$ cat src/rtl/ulas_pkg.sv
// Shared definitions for the multi-cycle ALU: opcodes, FSM states and
// small decode helpers used by the top level and the iterative unit.
package ulas_pkg;

  // Operation codes carried on aluop.
  localparam logic [4:0] OP_ADD = 5'b00001;
  localparam logic [4:0] OP_SUB = 5'b00010;
  localparam logic [4:0] OP_AND = 5'b00011;
  localparam logic [4:0] OP_OR  = 5'b00100;
  localparam logic [4:0] OP_NOT = 5'b00101;
  localparam logic [4:0] OP_XOR = 5'b00110;
  localparam logic [4:0] OP_SLL = 5'b00111;
  localparam logic [4:0] OP_SRL = 5'b01000;
  localparam logic [4:0] OP_LT  = 5'b01001;
  localparam logic [4:0] OP_GT  = 5'b01010;
  localparam logic [4:0] OP_EQ  = 5'b01011;
  localparam logic [4:0] OP_NE  = 5'b01100;
  localparam logic [4:0] OP_LE  = 5'b01101;
  localparam logic [4:0] OP_GE  = 5'b01110;
  localparam logic [4:0] OP_LUI = 5'b01111;
  localparam logic [4:0] OP_MUL = 5'b10000;
  localparam logic [4:0] OP_DIV = 5'b10001;
  localparam logic [4:0] OP_REM = 5'b10010;

  // Mode select for the iterative multiply/divide unit.
  localparam logic MODE_MUL = 1'b0;
  localparam logic MODE_DIV = 1'b1;

  // Control FSM states.
  typedef enum logic [1:0] {
    IDLE = 2'd0,
    MUL  = 2'd1,
    DIV  = 2'd2,
    DONE = 2'd3
  } state_e;

  // True for the two opcodes served by the restoring divider.
  function automatic logic is_divide(input logic [4:0] op);
    return (op == OP_DIV) || (op == OP_REM);
  endfunction

  // True for opcodes that need the iterative unit at all.
  function automatic logic is_iterative(input logic [4:0] op);
    return (op == OP_MUL) || is_divide(op);
  endfunction

endpackage

$ cat src/rtl/ulas_iter_muldiv.sv
// Iterative shift-add multiplier and restoring divider, one bit per cycle.
// The first iteration is folded into the start cycle so that the result is
// ready (done pulse) WIDTH-1 cycles after start.
module ulas_iter_muldiv
  import ulas_pkg::*;
#(
  parameter int WIDTH = 32
) (
  input  logic             clk,
  input  logic             rst_n,
  input  logic             start,
  input  logic             mode,
  input  logic [WIDTH-1:0] a,
  input  logic [WIDTH-1:0] b,
  output logic             done,
  output logic [WIDTH-1:0] product_lo,
  output logic [WIDTH-1:0] quotient,
  output logic [WIDTH-1:0] remainder
);

  localparam int CW = $clog2(WIDTH);
  // Counter value at which the final iteration is being performed.
  localparam logic [CW-1:0] LAST_CNT = CW'(WIDTH - 2);

  logic             busy_r;
  logic             done_r;
  logic [CW-1:0]    cnt_r;
  logic             mode_r;

  // Multiply state: accumulator, shifted multiplicand, shifted multiplier.
  logic [WIDTH-1:0] acc_r;
  logic [WIDTH-1:0] mcand_r;
  logic [WIDTH-1:0] mplier_r;

  // Divide state: partial remainder (one guard bit), dividend/quotient, divisor.
  logic [WIDTH:0]   rem_r;
  logic [WIDTH-1:0] quo_r;
  logic [WIDTH-1:0] dvsr_r;

  // Sources of the current iteration: fresh operands on start, else registers.
  logic             step_mul_s;
  logic [WIDTH-1:0] src_acc_s;
  logic [WIDTH-1:0] src_mcand_s;
  logic [WIDTH-1:0] src_mplier_s;
  logic [WIDTH:0]   src_rem_s;
  logic [WIDTH-1:0] src_quo_s;
  logic [WIDTH-1:0] src_dvsr_s;

  // Results of one iteration.
  logic [WIDTH-1:0] acc_nxt_s;
  logic [WIDTH-1:0] mcand_nxt_s;
  logic [WIDTH-1:0] mplier_nxt_s;
  logic [WIDTH:0]   rem_shift_s;
  logic [WIDTH:0]   rem_diff_s;
  logic [WIDTH:0]   rem_nxt_s;
  logic [WIDTH-1:0] quo_nxt_s;

  // Select iteration inputs: start cycle seeds from the operand ports.
  always_comb begin
    if (start) begin
      step_mul_s   = (mode == MODE_MUL);
      src_acc_s    = '0;
      src_mcand_s  = a;
      src_mplier_s = b;
      src_rem_s    = '0;
      src_quo_s    = a;
      src_dvsr_s   = b;
    end else begin
      step_mul_s   = (mode_r == MODE_MUL);
      src_acc_s    = acc_r;
      src_mcand_s  = mcand_r;
      src_mplier_s = mplier_r;
      src_rem_s    = rem_r;
      src_quo_s    = quo_r;
      src_dvsr_s   = dvsr_r;
    end
  end

  // One shift-add step: add the multiplicand when the multiplier LSB is set.
  always_comb begin
    if (src_mplier_s[0]) begin
      acc_nxt_s = src_acc_s + src_mcand_s;
    end else begin
      acc_nxt_s = src_acc_s;
    end
    mcand_nxt_s  = src_mcand_s << 1;
    mplier_nxt_s = src_mplier_s >> 1;
  end

  // One restoring step: shift in the next dividend bit, subtract if it fits.
  always_comb begin
    rem_shift_s = {src_rem_s[WIDTH-1:0], src_quo_s[WIDTH-1]};
    rem_diff_s  = rem_shift_s - {1'b0, src_dvsr_s};
    if (rem_diff_s[WIDTH] == 1'b0) begin
      rem_nxt_s = rem_diff_s;
      quo_nxt_s = {src_quo_s[WIDTH-2:0], 1'b1};
    end else begin
      rem_nxt_s = rem_shift_s;
      quo_nxt_s = {src_quo_s[WIDTH-2:0], 1'b0};
    end
  end

  // Iteration control and datapath registers.
  always_ff @(posedge clk or negedge rst_n) begin
    if (!rst_n) begin
      busy_r   <= 1'b0;
      done_r   <= 1'b0;
      cnt_r    <= '0;
      mode_r   <= MODE_MUL;
      acc_r    <= '0;
      mcand_r  <= '0;
      mplier_r <= '0;
      rem_r    <= '0;
      quo_r    <= '0;
      dvsr_r   <= '0;
    end else if (start || busy_r) begin
      if (start) begin
        busy_r <= 1'b1;
        done_r <= 1'b0;
        cnt_r  <= '0;
        mode_r <= mode;
        dvsr_r <= b;
      end else begin
        cnt_r <= cnt_r + CW'(1);
        if (cnt_r == LAST_CNT) begin
          busy_r <= 1'b0;
          done_r <= 1'b1;
        end else begin
          done_r <= 1'b0;
        end
      end
      if (step_mul_s) begin
        acc_r    <= acc_nxt_s;
        mcand_r  <= mcand_nxt_s;
        mplier_r <= mplier_nxt_s;
      end else begin
        rem_r <= rem_nxt_s;
        quo_r <= quo_nxt_s;
      end
    end else begin
      done_r <= 1'b0;
    end
  end

  assign done       = done_r;
  assign product_lo = acc_r;
  assign quotient   = quo_r;
  assign remainder  = rem_r[WIDTH-1:0];

endmodule

$ cat src/rtl/ulas_mc.sv
// Multi-cycle ALU with valid/ready handshakes on operands and results.
// Operands are captured on accept and decoded one cycle later, so every
// result (single-cycle or iterative) lands in registered outputs.
module ulas_mc
  import ulas_pkg::*;
#(
  parameter int WIDTH = 32,
  parameter int SHW   = $clog2(WIDTH)
) (
  input  logic             clk,
  input  logic             rst_n,
  input  logic             in_valid,
  output logic             in_ready,
  input  logic [WIDTH-1:0] op1,
  input  logic [WIDTH-1:0] op2,
  input  logic [SHW-1:0]   smt,
  input  logic [4:0]       aluop,
  output logic             out_valid,
  input  logic             out_ready,
  output logic [WIDTH-1:0] r1,
  output logic             uf
);

  state_e           state_r;
  logic             go_r;
  logic             in_ready_r;
  logic             out_valid_r;
  logic [WIDTH-1:0] r1_r;
  logic             uf_r;

  logic [WIDTH-1:0] op1_r;
  logic [WIDTH-1:0] op2_r;
  logic [SHW-1:0]   smt_r;
  logic [4:0]       aluop_r;

  logic [WIDTH-1:0] sum_s;
  logic [WIDTH-1:0] dif_s;
  logic [WIDTH-1:0] alu_r1_s;
  logic             alu_uf_s;
  logic             div_zero_s;
  logic             start_s;
  logic             mode_s;

  logic             md_done_s;
  logic [WIDTH-1:0] md_prod_s;
  logic [WIDTH-1:0] md_quo_s;
  logic [WIDTH-1:0] md_rem_s;

  assign sum_s      = op1_r + op2_r;
  assign dif_s      = op1_r - op2_r;
  assign div_zero_s = (op2_r == '0);
  assign mode_s     = (aluop_r == OP_MUL) ? MODE_MUL : MODE_DIV;
  // Launch the iterative unit in the decode cycle, unless dividing by zero.
  assign start_s    = (state_r == IDLE) && go_r &&
                      ((aluop_r == OP_MUL) || (is_divide(aluop_r) && !div_zero_s));

  ulas_iter_muldiv #(
    .WIDTH (WIDTH)
  ) u_iter (
    .clk        (clk),
    .rst_n      (rst_n),
    .start      (start_s),
    .mode       (mode_s),
    .a          (op1_r),
    .b          (op2_r),
    .done       (md_done_s),
    .product_lo (md_prod_s),
    .quotient   (md_quo_s),
    .remainder  (md_rem_s)
  );

  // Single-cycle datapath and flag rules on the captured operands.
  always_comb begin
    alu_r1_s = '0;
    alu_uf_s = 1'b0;
    case (aluop_r)
      OP_ADD: begin
        alu_r1_s = sum_s;
        alu_uf_s = (op1_r[WIDTH-1] == op2_r[WIDTH-1]) && (sum_s[WIDTH-1] != op1_r[WIDTH-1]);
      end
      OP_SUB: begin
        alu_r1_s = dif_s;
        alu_uf_s = (op1_r[WIDTH-1] != op2_r[WIDTH-1]) && (dif_s[WIDTH-1] != op1_r[WIDTH-1]);
      end
      OP_AND:  alu_r1_s = op1_r & op2_r;
      OP_OR:   alu_r1_s = op1_r | op2_r;
      OP_NOT:  alu_r1_s = ~op1_r;
      OP_XOR:  alu_r1_s = op1_r ^ op2_r;
      OP_SLL:  alu_r1_s = op1_r << smt_r;
      OP_SRL:  alu_r1_s = op1_r >> smt_r;
      OP_LT:   alu_uf_s = (op1_r <  op2_r);
      OP_GT:   alu_uf_s = (op1_r >  op2_r);
      OP_EQ:   alu_uf_s = (op1_r == op2_r);
      OP_NE:   alu_uf_s = (op1_r != op2_r);
      OP_LE:   alu_uf_s = (op1_r <= op2_r);
      OP_GE:   alu_uf_s = (op1_r >= op2_r);
      OP_LUI:  alu_r1_s = op2_r << (WIDTH / 2);
      default: alu_r1_s = op2_r;
    endcase
  end

  // Control FSM with operand capture and registered handshake/result outputs.
  always_ff @(posedge clk or negedge rst_n) begin
    if (!rst_n) begin
      state_r     <= IDLE;
      go_r        <= 1'b0;
      in_ready_r  <= 1'b1;
      out_valid_r <= 1'b0;
      r1_r        <= '0;
      uf_r        <= 1'b0;
      op1_r       <= '0;
      op2_r       <= '0;
      smt_r       <= '0;
      aluop_r     <= 5'b00000;
    end else begin
      case (state_r)
        IDLE: begin
          if (go_r) begin
            // Decode cycle for the bundle captured on the previous edge.
            go_r <= 1'b0;
            if (aluop_r == OP_MUL) begin
              state_r <= MUL;
            end else if (is_divide(aluop_r)) begin
              if (div_zero_s) begin
                r1_r        <= (aluop_r == OP_DIV) ? {WIDTH{1'b1}} : op1_r;
                uf_r        <= 1'b1;
                out_valid_r <= 1'b1;
                state_r     <= DONE;
              end else begin
                state_r <= DIV;
              end
            end else begin
              r1_r        <= alu_r1_s;
              uf_r        <= alu_uf_s;
              out_valid_r <= 1'b1;
              state_r     <= DONE;
            end
          end else if (in_valid && in_ready_r) begin
            op1_r      <= op1;
            op2_r      <= op2;
            smt_r      <= smt;
            aluop_r    <= aluop;
            go_r       <= 1'b1;
            in_ready_r <= 1'b0;
          end else begin
            in_ready_r <= 1'b1;
          end
        end
        MUL: begin
          if (md_done_s) begin
            r1_r        <= md_prod_s;
            uf_r        <= 1'b0;
            out_valid_r <= 1'b1;
            state_r     <= DONE;
          end else begin
            state_r <= MUL;
          end
        end
        DIV: begin
          if (md_done_s) begin
            r1_r        <= (aluop_r == OP_DIV) ? md_quo_s : md_rem_s;
            uf_r        <= 1'b0;
            out_valid_r <= 1'b1;
            state_r     <= DONE;
          end else begin
            state_r <= DIV;
          end
        end
        DONE: begin
          if (out_ready) begin
            out_valid_r <= 1'b0;
            in_ready_r  <= 1'b1;
            state_r     <= IDLE;
          end else begin
            state_r <= DONE;
          end
        end
        default: begin
          state_r     <= IDLE;
          go_r        <= 1'b0;
          in_ready_r  <= 1'b1;
          out_valid_r <= 1'b0;
        end
      endcase
    end
  end

  assign in_ready  = in_ready_r;
  assign out_valid = out_valid_r;
  assign r1        = r1_r;
  assign uf        = uf_r;

endmodule
$ cat config.mk
export PLATFORM = sky130hd
export DESIGN_NAME = ulas_mc
export DESIGN_NICKNAME = d
export VERILOG_FILES = /design/src/rtl/ulas_pkg.sv /design/src/rtl/ulas_iter_muldiv.sv /design/src/rtl/ulas_mc.sv
export SDC_FILE = /design/constraint.sdc
export NUM_CORES = 1
export LEC_CHECK = 0
export CORE_MARGIN = 1.5
export CORE_UTILIZATION = 65
export CTS_CLUSTER_SIZE = 30
export DETAILED_ROUTE_END_ITERATION = 10
export PLACE_DENSITY = 0.94
export SKIP_CTS_REPAIR_TIMING = 1
export SLEW_MARGIN = 20
export SYNTH_ARGS = -nofsm -noshare
export SYNTH_HDL_FRONTEND = slang
export SYNTH_SLANG_ARGS = --single-unit
$ cat constraint.sdc
create_clock -name clk -period 14.3 [get_ports clk]
set_input_delay 2.86 -clock clk [delete_from_list [all_inputs] [get_ports clk]]
set_output_delay 2.86 -clock clk [all_outputs]
set_load 0.01 [all_outputs]
Word-level counts from Yosys, hierarchy flattened. Index checks and enable logic that the tools add are counted.

Output and inout bits: 35. Word-level logic and storage cells: 155. Bits in registers: 310. Input bits: 78.

Shift-type cells: 2. Reductions and logical operators: 27. Bitwise operators: 7. $add $sub $neg: 5. Order comparisons: 4. Multiplexer cells: 54. Eq/ne operators: 36.

Operator list (count): two-way mux 32 bit (16); case mux 32 bit (10 select lines) (1); case mux 32 bit (3 select lines) (1); adder 32 bit (2); == test 5 x 4 -> 1 bit (second input constant) (8); subtractor 33 x 32 -> 33 bit (1); AND 32 bit (1); == test 32 bit (1); greater-or-equal comparator 32 bit (1); > comparator 32 bit (1); <= comparator 32 bit (1); logical NOT 32 bit (1); less-than comparator 32 bit (1); inequality test 32 bit (1); NOT 32 bit (1); OR 32 bit (1); << shifter 32 x 5 -> 32 bit (1); right shift 32 x 5 -> 32 bit (1); subtractor 32 bit (1); XOR 32 bit (1); two-way mux 1 bit (25); == test 5 x 3 -> 1 bit (second input constant) (4); == test 5 bit (second input constant) (4); == test 5 x 2 -> 1 bit (second input constant) (2); 28 further kinds (57).

Longest topological paths before layout.
Word-level depth: 8. Depth in mapped cells: 25. Mapped depth without buffers: 20.

Hierarchy. From an unflattened synthesis, not the netlist that was laid out.

Cell total of the unflattened synthesis: 3253. Area total of the unflattened synthesis: 27580.2 µm².

Modules (own cells, without submodules): ulas_mc (times used 1, cells each 1919, area each 15232.1 µm², seq. area each 2803.9 µm²); ulas_iter_muldiv (times used 1, cells each 1334, area each 12348.1 µm², seq. area each 4954.8 µm²).

Worst setup path before layout. Ideal clock, no wire load.

Path kind: register to register. From: register aluop_r[0]. To: register u_iter.rem_r[31]. Clock period less this slack: 5.246 ns. Path slack: 9.054 ns. Setup time: 0.111 ns. Buffers on the path: 5. Arrival time: 5.135 ns. Stages on the path, launching flop included: 25. Required time: 14.189 ns. Path through: dfrtp_1 buf_4 xor2_1 and3_1 buf_2 o2111a_2 nor2_1 clkbuf_1 clkbuf_1 nor2_1 a21oi_1 inv_1 fa_1 nor2b_1 nor2_1 maj3_1 or4b_4 nand3_2 a211oi_1 o21bai_4 xor2_4 or2_1 buf_4 nor2_1 a2111oi_2.

Word-level cells in the longest chain between the ends: 8. Elaborated cells on any way between the ends: 16. Classes of those cells: add/sub: 1; eq/ne: 3; mux: 5; bitwise: 1; reduce/logical: 6.

RTL lines: start: declaration (RTL line ulas_mc.sv:34) `logic [4:0] aluop_r;`; start signal: assignment (RTL line ulas_mc.sv:142) `aluop_r <= aluop;`; == test 5 bit (RTL line ulas_pkg.sv:39) `return (op == OP_DIV) || (op == OP_REM);`; logical OR 1 bit (RTL line ulas_pkg.sv:39); logical AND 1 bit (RTL line ulas_mc.sv:55) `((aluop_r == OP_MUL) || (is_divide(aluop_r) && !div_zero_s));`; logical OR 1 bit (*) (RTL line ulas_mc.sv:55); logical AND 1 bit (*) (RTL line ulas_mc.sv:54) `assign start_s = (state_r == IDLE) && go_r &&`; two-way mux 32 bit (*); net u_iter.src_dvsr_s[1] (RTL line ulas_iter_muldiv.sv:47) `logic [WIDTH-1:0] src_dvsr_s;`; subtractor 33 x 32 -> 33 bit (*) (RTL line ulas_iter_muldiv.sv:93) `rem_diff_s = rem_shift_s - {1'b0, src_dvsr_s};`; two-way mux 32 bit (*) (RTL line ulas_iter_muldiv.sv:94) `if (rem_diff_s[WIDTH] == 1'b0) begin`; end signal: assignment (RTL line ulas_iter_muldiv.sv:137) `rem_r <= rem_nxt_s;`; end: declaration (RTL line ulas_iter_muldiv.sv:36) `logic [WIDTH:0] rem_r;`.

The timed path passes the listed nets; every way through them passes the cells marked *. A chain may end at the register's enable or synchronous reset.

Worst setup path after layout.
From: register aluop_r[0]. To: register u_iter.acc_r[30], in the netlist u_iter.product_lo[30].

Word-level cells in the longest chain between the ends: 8. Elaborated cells on any way between the ends: 15. Classes of those cells: add/sub: 1; eq/ne: 3; mux: 5; reduce/logical: 6.

RTL lines: == test 5 bit (RTL line ulas_pkg.sv:39); logical OR 1 bit (RTL line ulas_pkg.sv:39); logical AND 1 bit (RTL line ulas_mc.sv:55); logical OR 1 bit (*) (RTL line ulas_mc.sv:55); logical AND 1 bit (*) (RTL line ulas_mc.sv:54); two-way mux 32 bit (*) (RTL line ulas_iter_muldiv.sv:60) `if (start) begin`; net u_iter.src_mcand_s[5] (RTL line ulas_iter_muldiv.sv:43) `logic [WIDTH-1:0] src_mcand_s;`; adder 32 bit (*) (RTL line ulas_iter_muldiv.sv:82) `acc_nxt_s = src_acc_s + src_mcand_s;`; two-way mux 32 bit (*) (RTL line ulas_iter_muldiv.sv:81) `if (src_mplier_s[0]) begin`; end signal: assignment (RTL line ulas_iter_muldiv.sv:133) `acc_r <= acc_nxt_s;`; end: declaration (RTL line ulas_iter_muldiv.sv:31) `logic [WIDTH-1:0] acc_r;`.

Marked as above.

==> results.py <==
metrics = {
    "global_routing": {
        "globalRouteTotalUtil_pct": 53.4,
        "first_global_vias": 26500,
        "initial_antenna_violation_count": 9,
        "wire_length_of_the_first_global_routing_pass_um": 166000,
        "grt_max_degree": 141,
        "grt.overflow.total": 0,
    },
    "clocking": {
        "number_of_buffers_created_by_cts": 37,
        "cts.sinks": 310,
        "clock_tree.root_cell": "sky130_fd_sc_hd__clkbuf_16",
        "clock_insertion_delay_worst_skew_ns": 0.60,
        "cts_buffer_depth": 3,
        "tritoncts": "built",
        "cts.htree.levels": 2,
        "worst_setup_hold_path_clk_slew_ns": 0.06,
    },
    "timing": {
        "total_count_of_hold_check_failures_in_the_final_report": 0,
        "transition_time_at_the_pin_with_the_least_slew_margin_ns": 1.39,
        "rsz0062_at_grt": "false",
        "final-max-slew-violation-count": 0,
        "setup-violations-final": 0,
        "layout_worst_path_cycle_share_pct": 52.9,
        "setup-tns-final_ns": 0,
        "skew_ns": 0.0332,
        "maxSlewHeadroom_pct": 7.51,
        "timing.fmax_mhz": 132,
        "period_minus_slack_ns": 7.57,
    },
    "synth": {
        "asyncSetResetFlopFracSynth_pct": 100,
        "flip_flop_and_latch_count_after_synthesis": 310,
        "synth_area_sq_mm": 0.0265,
        "synth-warning-count": 0,
        "avgSynthCellArea_sq_um": 8.01,
        "post_synth_inst_count": 3312,
        "synth.yosys.seq_area_share_pct": 29.3,
        "ys_types": 94,
        "synthesis.nets": 3557,
        "top_flip_flop_cell_by_instance_count_after_synthesis": "sky130_fd_sc_hd__dfrtp_1",
        "synth_edf_count": 0,
    },
    "finish": {
        "most_frequent_cells_in_the_layout": "sky130_fd_sc_hd__nor2_1 (446), sky130_fd_sc_hd__nand2_1 (310), sky130_fd_sc_hd__dfrtp_1 (307), sky130_fd_sc_hd__a21oi_1 (279), sky130_fd_sc_hd__o21ai_0 (267)",
        "filler_cell_count": 2945,
        "ratio_of_cells_with_drive_above_1_in_the_final_layout_pct": 9.03,
        "layout_commonest_cell": "sky130_fd_sc_hd__nor2_1",
        "num-nets-final": 3511,
        "area_growth_pct": 9.55,
    },
    "critical_path": {
        "criticalPathCategory": "register to register",
        "regToRegSetupSlack_ns": 6.73,
        "worst_path_cell_with_the_longest_stage_delay": "sky130_fd_sc_hd__dfrtp_1",
        "critical_path.top_delay_family": "compound AO/OA/AOI/OAI gates",
        "critical_path.max_fanout": 73,
        "slowest_delay_ns": 0.72,
        "endpoint_kind": "register",
        "cp_buf_inv_count": 2,
        "timing.critical_path.cells": "xor2_1 -> and3_1 -> o2111a_2 -> nor2_4 -> buf_4 -> buf_4 -> nor2_1 -> a21o_1 -> ha_1 -> o21a_1 -> o21ai_0 -> o31ai_1 -> o41ai_1 -> a21oi_1 -> o41ai_1 -> o211ai_1 -> nand3_1 -> o21ai_0 -> a221o_1",
        "worst-endpoint-arrival_ns": 8.05,
        "critPathRequiredTime_ns": 14.77,
        "crit_path_start_kind": "register",
    },
    "route": {
        "drt-pass1-iter-count": 9,
        "drc_markers": 0,
        "final_antenna_net_count": 0,
        "num_vias": 28300,
        "drt-total-wl_um": 114000,
        "1st_iter_drt_viols": 5008,
        "post_drt_wl_per_cell_um": 29.8,
        "detail_route.vias_per_cell": 7.41,
    },
    "min_path": {
        "hold_class": "register to register",
    },
    "place": {
        "place.port_buffers": 112,
        "gp_congestion": 1.19,
        "place.detailed.hpwl_um": 80800,
    },
    "floorplanning": {
        "floorplan.initialDensity_pct": 66.3,
        "core_area_sq_mm": 0.0400,
        "ioPinCount": 113,
        "dieWidth_um": 205,
        "die-height_um": 205,
        "die_area_sq_mm": 0.0420,
        "std_cell_rows": 73,
    },
    "run_status": {
        "outcome": "finished clean",
    },
    "job": {
        "max_cap_viol_count": 0,
    },
}
cells in the mapped netlist, types with 19 or more instances:
cell	number	area [sq um]
sky130_fd_sc_hd__or3_1	20	125
sky130_fd_sc_hd__a211oi_1	24	180
sky130_fd_sc_hd__a31oi_1	37	231
sky130_fd_sc_hd__a22oi_1	19	143
sky130_fd_sc_hd__o221ai_1	21	184
sky130_fd_sc_hd__mux2_2	113	1270
sky130_fd_sc_hd__inv_1	156	586
sky130_fd_sc_hd__o21bai_1	23	173
sky130_fd_sc_hd__xnor2_1	36	315
sky130_fd_sc_hd__o31ai_1	24	180
sky130_fd_sc_hd__mux4_2	40	901
sky130_fd_sc_hd__o211ai_1	31	233
sky130_fd_sc_hd__ha_1	163	2040
sky130_fd_sc_hd__o21ai_0	268	1340
sky130_fd_sc_hd__xor2_1	26	228
sky130_fd_sc_hd__nand4_1	21	131
sky130_fd_sc_hd__nor2_1	448	1680
sky130_fd_sc_hd__buf_1	27	101
sky130_fd_sc_hd__nor3_1	63	315
sky130_fd_sc_hd__o22ai_1	36	225
sky130_fd_sc_hd__nand3_1	40	200
sky130_fd_sc_hd__nand2b_1	22	138
sky130_fd_sc_hd__nand2_1	311	1170
sky130_fd_sc_hd__a21oi_1	281	1410
sky130_fd_sc_hd__mux2i_1	70	701
sky130_fd_sc_hd__dfrtp_1	309	7730
sky130_fd_sc_hd__a221oi_1	37	324
sky130_fd_sc_hd__and2_1	67	419
sky130_fd_sc_hd__clkbuf_1	198	743
sky130_fd_sc_hd__a21o_1	107	803
per-stage QoR:
stage                     util [%]  worst slack, ns  instance area, sq um  cells  hold WS [ns]
after detailed placement      69.5             7.07                 27800   3752         0.460
after global routing          72.6             6.50                 29100   3815         0.486
after CTS                     72.6             7.06                 29100   3814         0.476
after global placement        69.5             7.41                 27800   3752         0.456
after floorplan                  -             9.05                 26500   3312         0.439
final                         72.6             6.73                 29100   3815         0.476
routing by layer:
metal,share of wire [%],up-vias,GRT usage (%),wire length [um]
li1,-,11800,-,-
met1,35,13300,64.6,39400
met2,41,2492,77.2,46900
met3,16,650,22.5,17900
met4,8.5,10,35.7,9670
met5,0.049,-,0,56
registers in the layout, indices dropped and copies added (netlist names), 2 cells and up, named ones only:
| register | flops |
|---|---|
| op1_r | 32 |
| op2_r | 32 |
| r1 | 32 |
| u_iter.dvsr_r | 32 |
| u_iter.quotient | 32 |
| u_iter.rem_r | 32 |
| u_iter.mcand_r | 31 |
| u_iter.mplier_r | 31 |
| u_iter.product_lo | 31 |
| aluop_r | 5 |
| smt_r | 5 |
| u_iter.cnt_r | 5 |
| state_r | 2 |
final cells by class:
| type | count | area [sq um] | share of cell area [%] |
|---|---|---|---|
| Multi-Input combinational cell | 2598 | 17300 | 59.6 |
| Sequential cell | 310 | 7760 | 26.7 |
| Timing Repair Buffer | 159 | 1490 | 5.13 |
| Clock buffer | 48 | 998 | 3.44 |
| Tap cell | 525 | 657 | 2.26 |
| Inverter | 160 | 601 | 2.07 |
| Clock inverter | 14 | 238 | 0.818 |
| Antenna cell | 1 | 2.50 | 0.00861 |
worst reg2reg max path: cells and delay by family, from the launching register on:
family	cells	cell delay, ns
buf+inv	2	1.24
flops	1	0.72
xor+xnor	1	0.19
fa+ha+maj	1	0.34
compound gates	11	3.86
simple gates	4	1.14
logic make-up (layout without fill, tap and decap cells):
logic type	count (synthesis)	in the layout	share of synthesized area, %
multiplexers	223	223	10.8
buffers and inverters	404	381	5.83
other	1	2	0.0141
AND/OR/NAND/NOR	1067	1067	17.7
XOR/XNOR	63	63	2.15
flip-flops	310	310	29.3
AO/OA/AOI/OAI	1076	1076	26.1
adder cells (fa/ha/maj)	168	168	8.03
worst paths after layout:
check                                                     to  depth (start not counted)                           from
max                        u_iter.product_lo[30]$_DFFE_PN0P_                         19         aluop_r[0]$_DFFE_PN0P_
min                            u_iter.dvsr_r[29]$_DFFE_PN0P_                          1  u_iter.dvsr_r[29]$_DFFE_PN0P_
max reg2reg                u_iter.product_lo[30]$_DFFE_PN0P_                         19         aluop_r[0]$_DFFE_PN0P_
min reg2reg                    u_iter.dvsr_r[29]$_DFFE_PN0P_                          1  u_iter.dvsr_r[29]$_DFFE_PN0P_
max in group asynchronous                 r1[30]$_DFFE_PN0P_                          3                          rst_n
min in group asynchronous      u_iter.mcand_r[7]$_DFFE_PN0P_                          1                          rst_n
Power is left out: the tool's default activity adds up to more than one toggle a clock period on the data nets, which glitch-free logic cannot reach.
